$ cat src/rtl/multiplexer_pkg.sv
// multiplexer_pkg
//   Helpers shared by every stream multiplexer in the codebase.
//   channel_slice : extracts channel c from a packed bus where channel 0
//                   occupies the most significant slice.
//   SEL_WIDTH     : width of a channel index for a given channel count.
//   Bus and width limits bound the generic slice helper; callers zero-extend
//   their bus to MAX_BUS bits and truncate the result to their own width.
package multiplexer_pkg;

    localparam int unsigned MAX_WIDTH    = 256;
    localparam int unsigned MAX_CHANNELS = 16;
    localparam int unsigned MAX_BUS      = MAX_WIDTH * MAX_CHANNELS;

    typedef int unsigned uint_t;

    function automatic int unsigned SEL_WIDTH(input int unsigned channels);
        return (channels < 2) ? 1 : uint_t'($clog2(channels));
    endfunction

    function automatic logic [MAX_WIDTH-1:0] channel_slice(
        input logic [MAX_BUS-1:0] bus,
        input int unsigned        c,
        input int unsigned        channels,
        input int unsigned        width
    );
        return MAX_WIDTH'(bus >> ((channels - 1 - c) * width));
    endfunction

endpackage

$ cat src/rtl/arbiter_multiplexer_rr_arbiter.sv
// rr_arbiter
//   Stateless rotating-priority arbiter. The first requesting channel found
//   in the order ptr, ptr+1, ... (wrapping modulo CHANNELS) wins.
//   Ports:
//     request     [CHANNELS]  channel requests
//     ptr         [SEL]       highest-priority channel this cycle
//     grant       [CHANNELS]  one-hot grant, zero when nothing requests
//     grant_index [SEL]       index of the granted channel (0 when none)
module rr_arbiter
    import multiplexer_pkg::*;
#(
    parameter int unsigned CHANNELS = 2
) (
    input  logic [CHANNELS-1:0]            request,
    input  logic [SEL_WIDTH(CHANNELS)-1:0] ptr,
    output logic [CHANNELS-1:0]            grant,
    output logic [SEL_WIDTH(CHANNELS)-1:0] grant_index
);

    localparam int unsigned SW = SEL_WIDTH(CHANNELS);

    // One extra bit so ptr + k cannot overflow before the explicit wrap;
    // subtracting CHANNELS keeps non-power-of-two counts correct.
    logic [SW:0] candidate;
    logic        found;

    always_comb begin
        grant       = '0;
        grant_index = '0;
        found       = 1'b0;
        candidate   = '0;
        for (int unsigned k = 0; k < CHANNELS; k++) begin
            candidate = {1'b0, ptr} + (SW+1)'(k);
            if (candidate >= (SW+1)'(CHANNELS)) begin
                candidate = candidate - (SW+1)'(CHANNELS);
            end
            if (!found && request[candidate[SW-1:0]]) begin
                found                      = 1'b1;
                grant[candidate[SW-1:0]]   = 1'b1;
                grant_index                = candidate[SW-1:0];
            end
        end
    end

endmodule

$ cat src/rtl/arbiter_multiplexer.sv
// arbiter_multiplexer
//   Registered N-channel stream multiplexer with valid/ready handshakes.
//   One output register gives full 1 beat/cycle throughput; out_sel records
//   the source channel of each beat.
//   Configuration macro ARBITER_ROUND_ROBIN_EN:
//     defined   : round-robin, priority pointer advances past each winner
//     undefined : fixed priority, lowest-numbered requesting channel wins
//   Ports:
//     clock, reset   rising-edge clock, asynchronous active-high reset
//     in_bus         packed channel data, channel 0 in the MSBs
//     in_valid       per-channel beat offered
//     in_ready       per-channel beat accepted (one-hot or zero)
//     out_data       registered selected beat
//     out_sel        registered source channel of out_data
//     out_valid      output register holds a beat
//     out_ready      consumer accepts the output beat
module arbiter_multiplexer
    import multiplexer_pkg::*;
#(
    parameter int unsigned WIDTH    = 32,
    parameter int unsigned CHANNELS = 2
) (
    input  logic                           clock,
    input  logic                           reset,
    input  logic [CHANNELS*WIDTH-1:0]      in_bus,
    input  logic [CHANNELS-1:0]            in_valid,
    output logic [CHANNELS-1:0]            in_ready,
    output logic [WIDTH-1:0]               out_data,
    output logic [SEL_WIDTH(CHANNELS)-1:0] out_sel,
    output logic                           out_valid,
    input  logic                           out_ready
);

    localparam int unsigned SW = SEL_WIDTH(CHANNELS);

    logic [CHANNELS-1:0] grant;
    logic [SW-1:0]       grant_index;
    logic [SW-1:0]       ptr;
    logic                load;
    logic                take;

    rr_arbiter #(
        .CHANNELS (CHANNELS)
    ) u_arbiter (
        .request     (in_valid),
        .ptr         (ptr),
        .grant       (grant),
        .grant_index (grant_index)
    );

    assign load     = !out_valid || out_ready;
    // grant only ever selects a requesting channel, so any in_ready bit
    // implies a completed input handshake.
    assign in_ready = load ? grant : '0;
    assign take     = |in_ready;

`ifdef ARBITER_ROUND_ROBIN_EN
    always_ff @(posedge clock or posedge reset) begin
        if (reset) begin
            ptr <= '0;
        end else if (take) begin
            ptr <= (grant_index == SW'(CHANNELS - 1)) ? '0 : grant_index + 1'b1;
        end
    end
`else
    assign ptr = '0;
`endif

    always_ff @(posedge clock or posedge reset) begin
        if (reset) begin
            out_valid <= 1'b0;
            out_data  <= '0;
            out_sel   <= '0;
        end else if (take) begin
            out_valid <= 1'b1;
            out_data  <= WIDTH'(channel_slice(MAX_BUS'(in_bus), uint_t'(grant_index),
                                              CHANNELS, WIDTH));
            out_sel   <= grant_index;
        end else if (out_ready) begin
            out_valid <= 1'b0;
        end
    end

endmodule

$ cat config.mk
export PLATFORM = sky130hd
export DESIGN_NAME = arbiter_multiplexer
export DESIGN_NICKNAME = d
export VERILOG_FILES = /design/src/rtl/multiplexer_pkg.sv /design/src/rtl/arbiter_multiplexer_rr_arbiter.sv /design/src/rtl/arbiter_multiplexer.sv
export SDC_FILE = /design/constraint.sdc
export NUM_CORES = 1
export LEC_CHECK = 0
export CORE_ASPECT_RATIO = 1.4
export CORE_MARGIN = 2
export CORE_UTILIZATION = 30
export DETAILED_ROUTE_END_ITERATION = 12
export GPL_TIMING_DRIVEN = 1
export PLACE_DENSITY = 0.74
export SLEW_MARGIN = 15
export SYNTH_ARGS = -nofsm -noshare
export SYNTH_HDL_FRONTEND = slang
export SYNTH_SLANG_ARGS = --single-unit
$ cat constraint.sdc
create_clock -name clock -period 1.35 [get_ports clock]
set_clock_uncertainty 0.15 [all_clocks]
set_input_delay 0.27 -clock clock [delete_from_list [all_inputs] [get_ports clock]]
set_output_delay 0.27 -clock clock [all_outputs]
set_load 0.05 [all_outputs]
; ---- After elaboration in Yosys (flattened, before gate mapping)
; Cells that the tools add are included.
[word_totals]
ff_bits = 34
in_bits = 69
output_inout_bits = 36
wordCells = 18
[op_classes]
add_sub_neg = 1
shifts = 1
n_mux = 7
n_reduce_logical = 6
[ops]
columns = op, n
row1 = 64-bit by 32-bit right shift with 32-bit output, 1
row2 = 1-bit two-way mux, 5
row3 = 2-bit two-way mux, 2
row4 = 1-bit zero test, 2
row5 = 2-bit nonzero test, 1
row6 = 2-bit OR reduction, 1
row7 = "1-bit by 1-bit subtractor with 2-bit output, first input constant", 1
row8 = 1-bit logical AND, 1
row9 = 1-bit logical OR, 1

; ---- Longest topological paths before layout
[depth]
word_depth = 7
mapped_depth = 4
ltp_nobuf = 3

; ---- Cells and area by module
; Synthesis repeated with hierarchy kept, for this count alone.
[unflattened]
hier_cells = 119
area_unflattened_um2 = 1984.4
[by_module_without_submodules]
columns = module, n_inst, cells_per_inst, area_per_inst_um2, seq_area_each_um2
row1 = arbiter_multiplexer, 1, 115, 1954.4, 850.8
row2 = rr_arbiter, 1, 4, 30.0, 0.0

; ---- Worst setup path after synthesis
; No wires, ideal clock.
[synth_timing]
path_kind = register to output
from = register out_valid
to = output port in_ready[1]
arrival_ns = 1.488
t_required_ns = 0.930
slack_ns = -0.558
path_stages_with_launch = 4
path_buffers = 0
path_cell_list = dfrtp_1 -> nand2b_1 -> nand2_1 -> nor2_1
[synth_via]
elab_chain_len = 3
[synth_lines]
columns = item, line
row1 = start: declaration, arbiter_multiplexer.sv:30  ; output logic out_valid,
row2 = start signal: assignment, arbiter_multiplexer.sv:71  ; out_valid <= 1'b0;
row3 = start signal: assignment, arbiter_multiplexer.sv:75  ; out_valid <= 1'b1;
row4 = start signal: assignment, arbiter_multiplexer.sv:80  ; out_valid <= 1'b0;
row5 = 1-bit zero test, arbiter_multiplexer.sv:51  ; assign load = !out_valid || out_ready;
row6 = 1-bit logical OR, arbiter_multiplexer.sv:51
row7 = 2-bit two-way mux, arbiter_multiplexer.sv:54  ; assign in_ready = load ? grant : '0;
row8 = end: declaration, arbiter_multiplexer.sv:27  ; output logic [CHANNELS-1:0] in_ready,
; Every way passes these cells.

; ---- Worst setup path in the final report
[layout_timing]
from = register out_valid
to = register out_data[17]
[layout_via]
elab_chain_len = 4
[layout_lines]
columns = item, line
row1 = 1-bit zero test, arbiter_multiplexer.sv:51
row2 = 1-bit logical OR, arbiter_multiplexer.sv:51
row3 = 2-bit two-way mux, arbiter_multiplexer.sv:54
row4 = 2-bit OR reduction, arbiter_multiplexer.sv:55  ; assign take = |in_ready;
row5 = end signal: assignment, arbiter_multiplexer.sv:76  ; out_data <= WIDTH'(channel_slice(MAX_BUS'(in_bus), uint_t'(grant_index),
row6 = end: declaration, arbiter_multiplexer.sv:28  ; output logic [WIDTH-1:0] out_data,
; Every way passes these cells.
; A chain may end at the register's enable or synchronous reset.

==> run summary <==
Status = finished with violations
Failing checks = negative setup slack
Cell mode on critical path = buf_12
Die X = 70.3 µm
Share of synthesized registers carrying an async set or reset = 100%
CTS Sinks = 34
Initial DRC Count = 14
Routability-driven placement congestion ratio = 0.717
Most common cell in the netlist = dfrtp_1
Share of cells above drive strength 1 = 47.5%
Via count = 1398
Tightest Hold Check Type = in2async
Total power = 0.00419 W
Largest net degree at the start of global routing = 24
WP buf/inv = 3
Hold-fix buffers, CTS = 0
Die area = 0.00681 mm²
DP Area = 0.00339 mm²
Seq pwr share = 32.8%
Synth cell types = 14
Area fraction of the dominant cell type after synthesis = 46.0%
Period utilisation layout = 118%
Peak Freq = 628 MHz
Fin Setup TNS = -7.03 ns
DR pass1 iterations = 4
Internal power = 0.00274 W
Synth top cells by count = 34 x dfrtp_1, 30 x mux2_4, 20 x mux2_1
Starting Density = 31.3%
RSZ-0062 raised after global routing = true
Synthesized Nets = 184
Num CTS Buffers = 5
First-pass GRT wire length = 8210 µm
CP Launch Type = register
Yosys synthesis warning count = 0
IO Count = 105
Sequential element share of the synthesized area = 46.0%
Crit path capture type = register
Yosys top cell by area = dfrtp_1
Synth Flop Type = dfrtp_1
Final ANT Viol Nets = 0
Crit-path cells = nand2b_4 -> buf_4 -> o21a_4 -> buf_12 -> buf_12 -> mux2_4
Clock transition at path regs = 0.07 ns
Vias in the first global route = 1576
Syn Inst Count = 115
Port bufs = 104
Path type of the worst setup path = reg2reg
Clock Latency Late Sink = 0.28 ns
Synth top area cells = dfrtp_1 46%, mux2_4 24%, mux2_1 12%, mux2_2 8.5%, buf_12 3.2%
Slew headroom = 89.7%
Final worst slack = -0.243 ns
Worst slew pin tran = 0.154 ns
Fin cells = 310
Synthesized flop and latch total = 34
Die height = 96.9 µm
Placed instance count = 295
Slowest CP cell = dfrtp_2
Max Slew Vio Count = 0
Worst VDD drop = 638 µV
PwrDens = 1160 mW/mm²
Max incr delay on CP = 0.43 ns
Clk buf depth = 2
Post-layout util = 61.0%
Antenna fix cells = 0
Filler cells = 470
HPWL Detailed = 3910 µm
Max_cap viols = 0
Worst path top cell family by delay = flip-flops
Gr ovfl total = 0
Final net count = 308
CTS tree = done
CP Data Required Time = 1.36 ns
Leakage power = 1.61 nW
Switching Power = 0.00145 W
Synth Area per Inst = 16.1 µm²
DRC viols = 0
Core ar. = 0.00590 mm²
Net Sw Frac = 34.7%
Root buffer cell = clkbuf_8
Routed wire length = 4910 µm
Crit path DAT = 1.60 ns
Clock power frac = 17.2%
Synth Cell Area = 0.00185 mm²
Area Overhead vs Synth = 95.0%
Initial antenna violation count = 0
H-tree lvl count = 2
Tmin final = 1.59 ns
DR vias/cell = 4.51
Design Area, Final = 0.00360 mm²
Combinational share of power = 50.0%
GRT Resource Usage Total = 15.5%
Rows = 33
Endpoints failing hold = 0
Setup Viol. Count Final = 35
Critical Path Fanout Max = 7
Post-synth EDFFs = 0
Detailed-route wire length per cell = 15.8 µm
area by class of cell:
| type | count | area [µm²] | area share (%) |
|---|---|---|---|
| Tap cell | 70 | 87.6 | 2.43 |
| Clock buffer | 6 | 72.6 | 2.01 |
| Inverter | 1 | 3.75 | 0.104 |
| Multi-Input combinational cell | 73 | 917 | 25.5 |
| Sequential cell | 34 | 852 | 23.6 |
| Timing Repair Buffer | 124 | 1660 | 46.0 |
| Clock inverter | 2 | 13.8 | 0.382 |
power by group through the flow:
stage | clock (W) | sequential, W | combinational, W
2_1_floorplan | 0 | 0.00187 | 0.000458
3_3_place_gp | 0 | 0.00138 | 0.00202
3_5_place_dp | 0 | 0.00139 | 0.00205
4_1_cts | 0.000742 | 0.00138 | 0.00212
5_1_grt | 0.000794 | 0.00140 | 0.00218
6_report | 0.000719 | 0.00138 | 0.00210
per-stage QoR:
| step | hold slack, ns | setup WS, ns |
|---|---|---|
| 6_report | 0.205 | -0.243 |
| 5_1_grt | 0.222 | -0.294 |
| 4_1_cts | 0.209 | -0.274 |
| 3_5_place_dp | 0.408 | -0.439 |
| 3_3_place_gp | 0.396 | -0.414 |
| 2_1_floorplan | 0.220 | -0.182 |
per-layer routing:
| layer | track usage [%] | vias up | routed length, µm |
|---|---|---|---|
| met5 | 0 | - | 0 |
| met4 | 5.77 | 0 | 83 |
| met3 | 3.65 | 7 | 314 |
| met2 | 28.9 | 60 | 2810 |
| met1 | 16.4 | 678 | 1690 |
| li1 | - | 653 | - |
state kept, by name (all words and copies together), names as in the netlist:
signal	count
out_data	32
out_sel	1
out_valid	1
kinds of logic (layout without fill, tap and decap cells):
family	count (synthesis)	count (layout)	synth area share, %
simple gates	7	7	1.69
buf+inv	8	133	6.09
mux	64	64	45.1
compound gates	2	2	1.08
flops	34	34	46.0
cell usage in the layout (no fill, tap or decap):
cell             Yosys  final
dlygate4sd2_1        0      2
buf_16               0      1
buf_4                0      9
buf_8                1      3
nand2b_4             0      1
nand2_1              2      1
buf_12               3     41
mux2_4              30     32
mux2_1              20     20
clkinv_4             0      1
mux2_2              14     12
dfrtp_1             34     33
nand2_4              0      1
clkbuf_8             0      5
clkinv_2             0      1
o21a_4               1      1
buf_2                0      1
and2_4               0      1
buf_6                3      2
a21oi_1              1      1
clkbuf_1             0      1
nor2_1               3      2
nor2_4               0      1
dfrtp_2              0      1
inv_1                1      1
clkdlybuf4s50_1      0     65
final timing paths:
check / startpoint / to / slack (ns) / cells past startpoint
max in group asynchronous: reset / out_data[14] / 0.67 / 3
setup reg to reg: out_valid / out_data[17] / -0.24 / 6
hold / removal: reset / out_data[29] / 0.21 / 3
min in group clock: in_valid[0] / out_valid / 0.29 / 4
setup / recovery: out_valid / out_data[17] / -0.24 / 6
hold reg to reg: out_sel / out_sel / 0.42 / 2
what timing repair did:
item                                    4_1_cts  5_1_grt
gates cloned                                  2        0
endpoints found under the setup margin       35       35
resized for setup                            14        3
pin swaps                                     2        1
buffers inserted                              4        2
tightest hold or removal path: stages:
cell and delay, ns:
clkdlybuf4s50_1 0.41, inv_1 0.12, buf_12 0.19
Note: power is estimated with default switching activity, not from simulation.
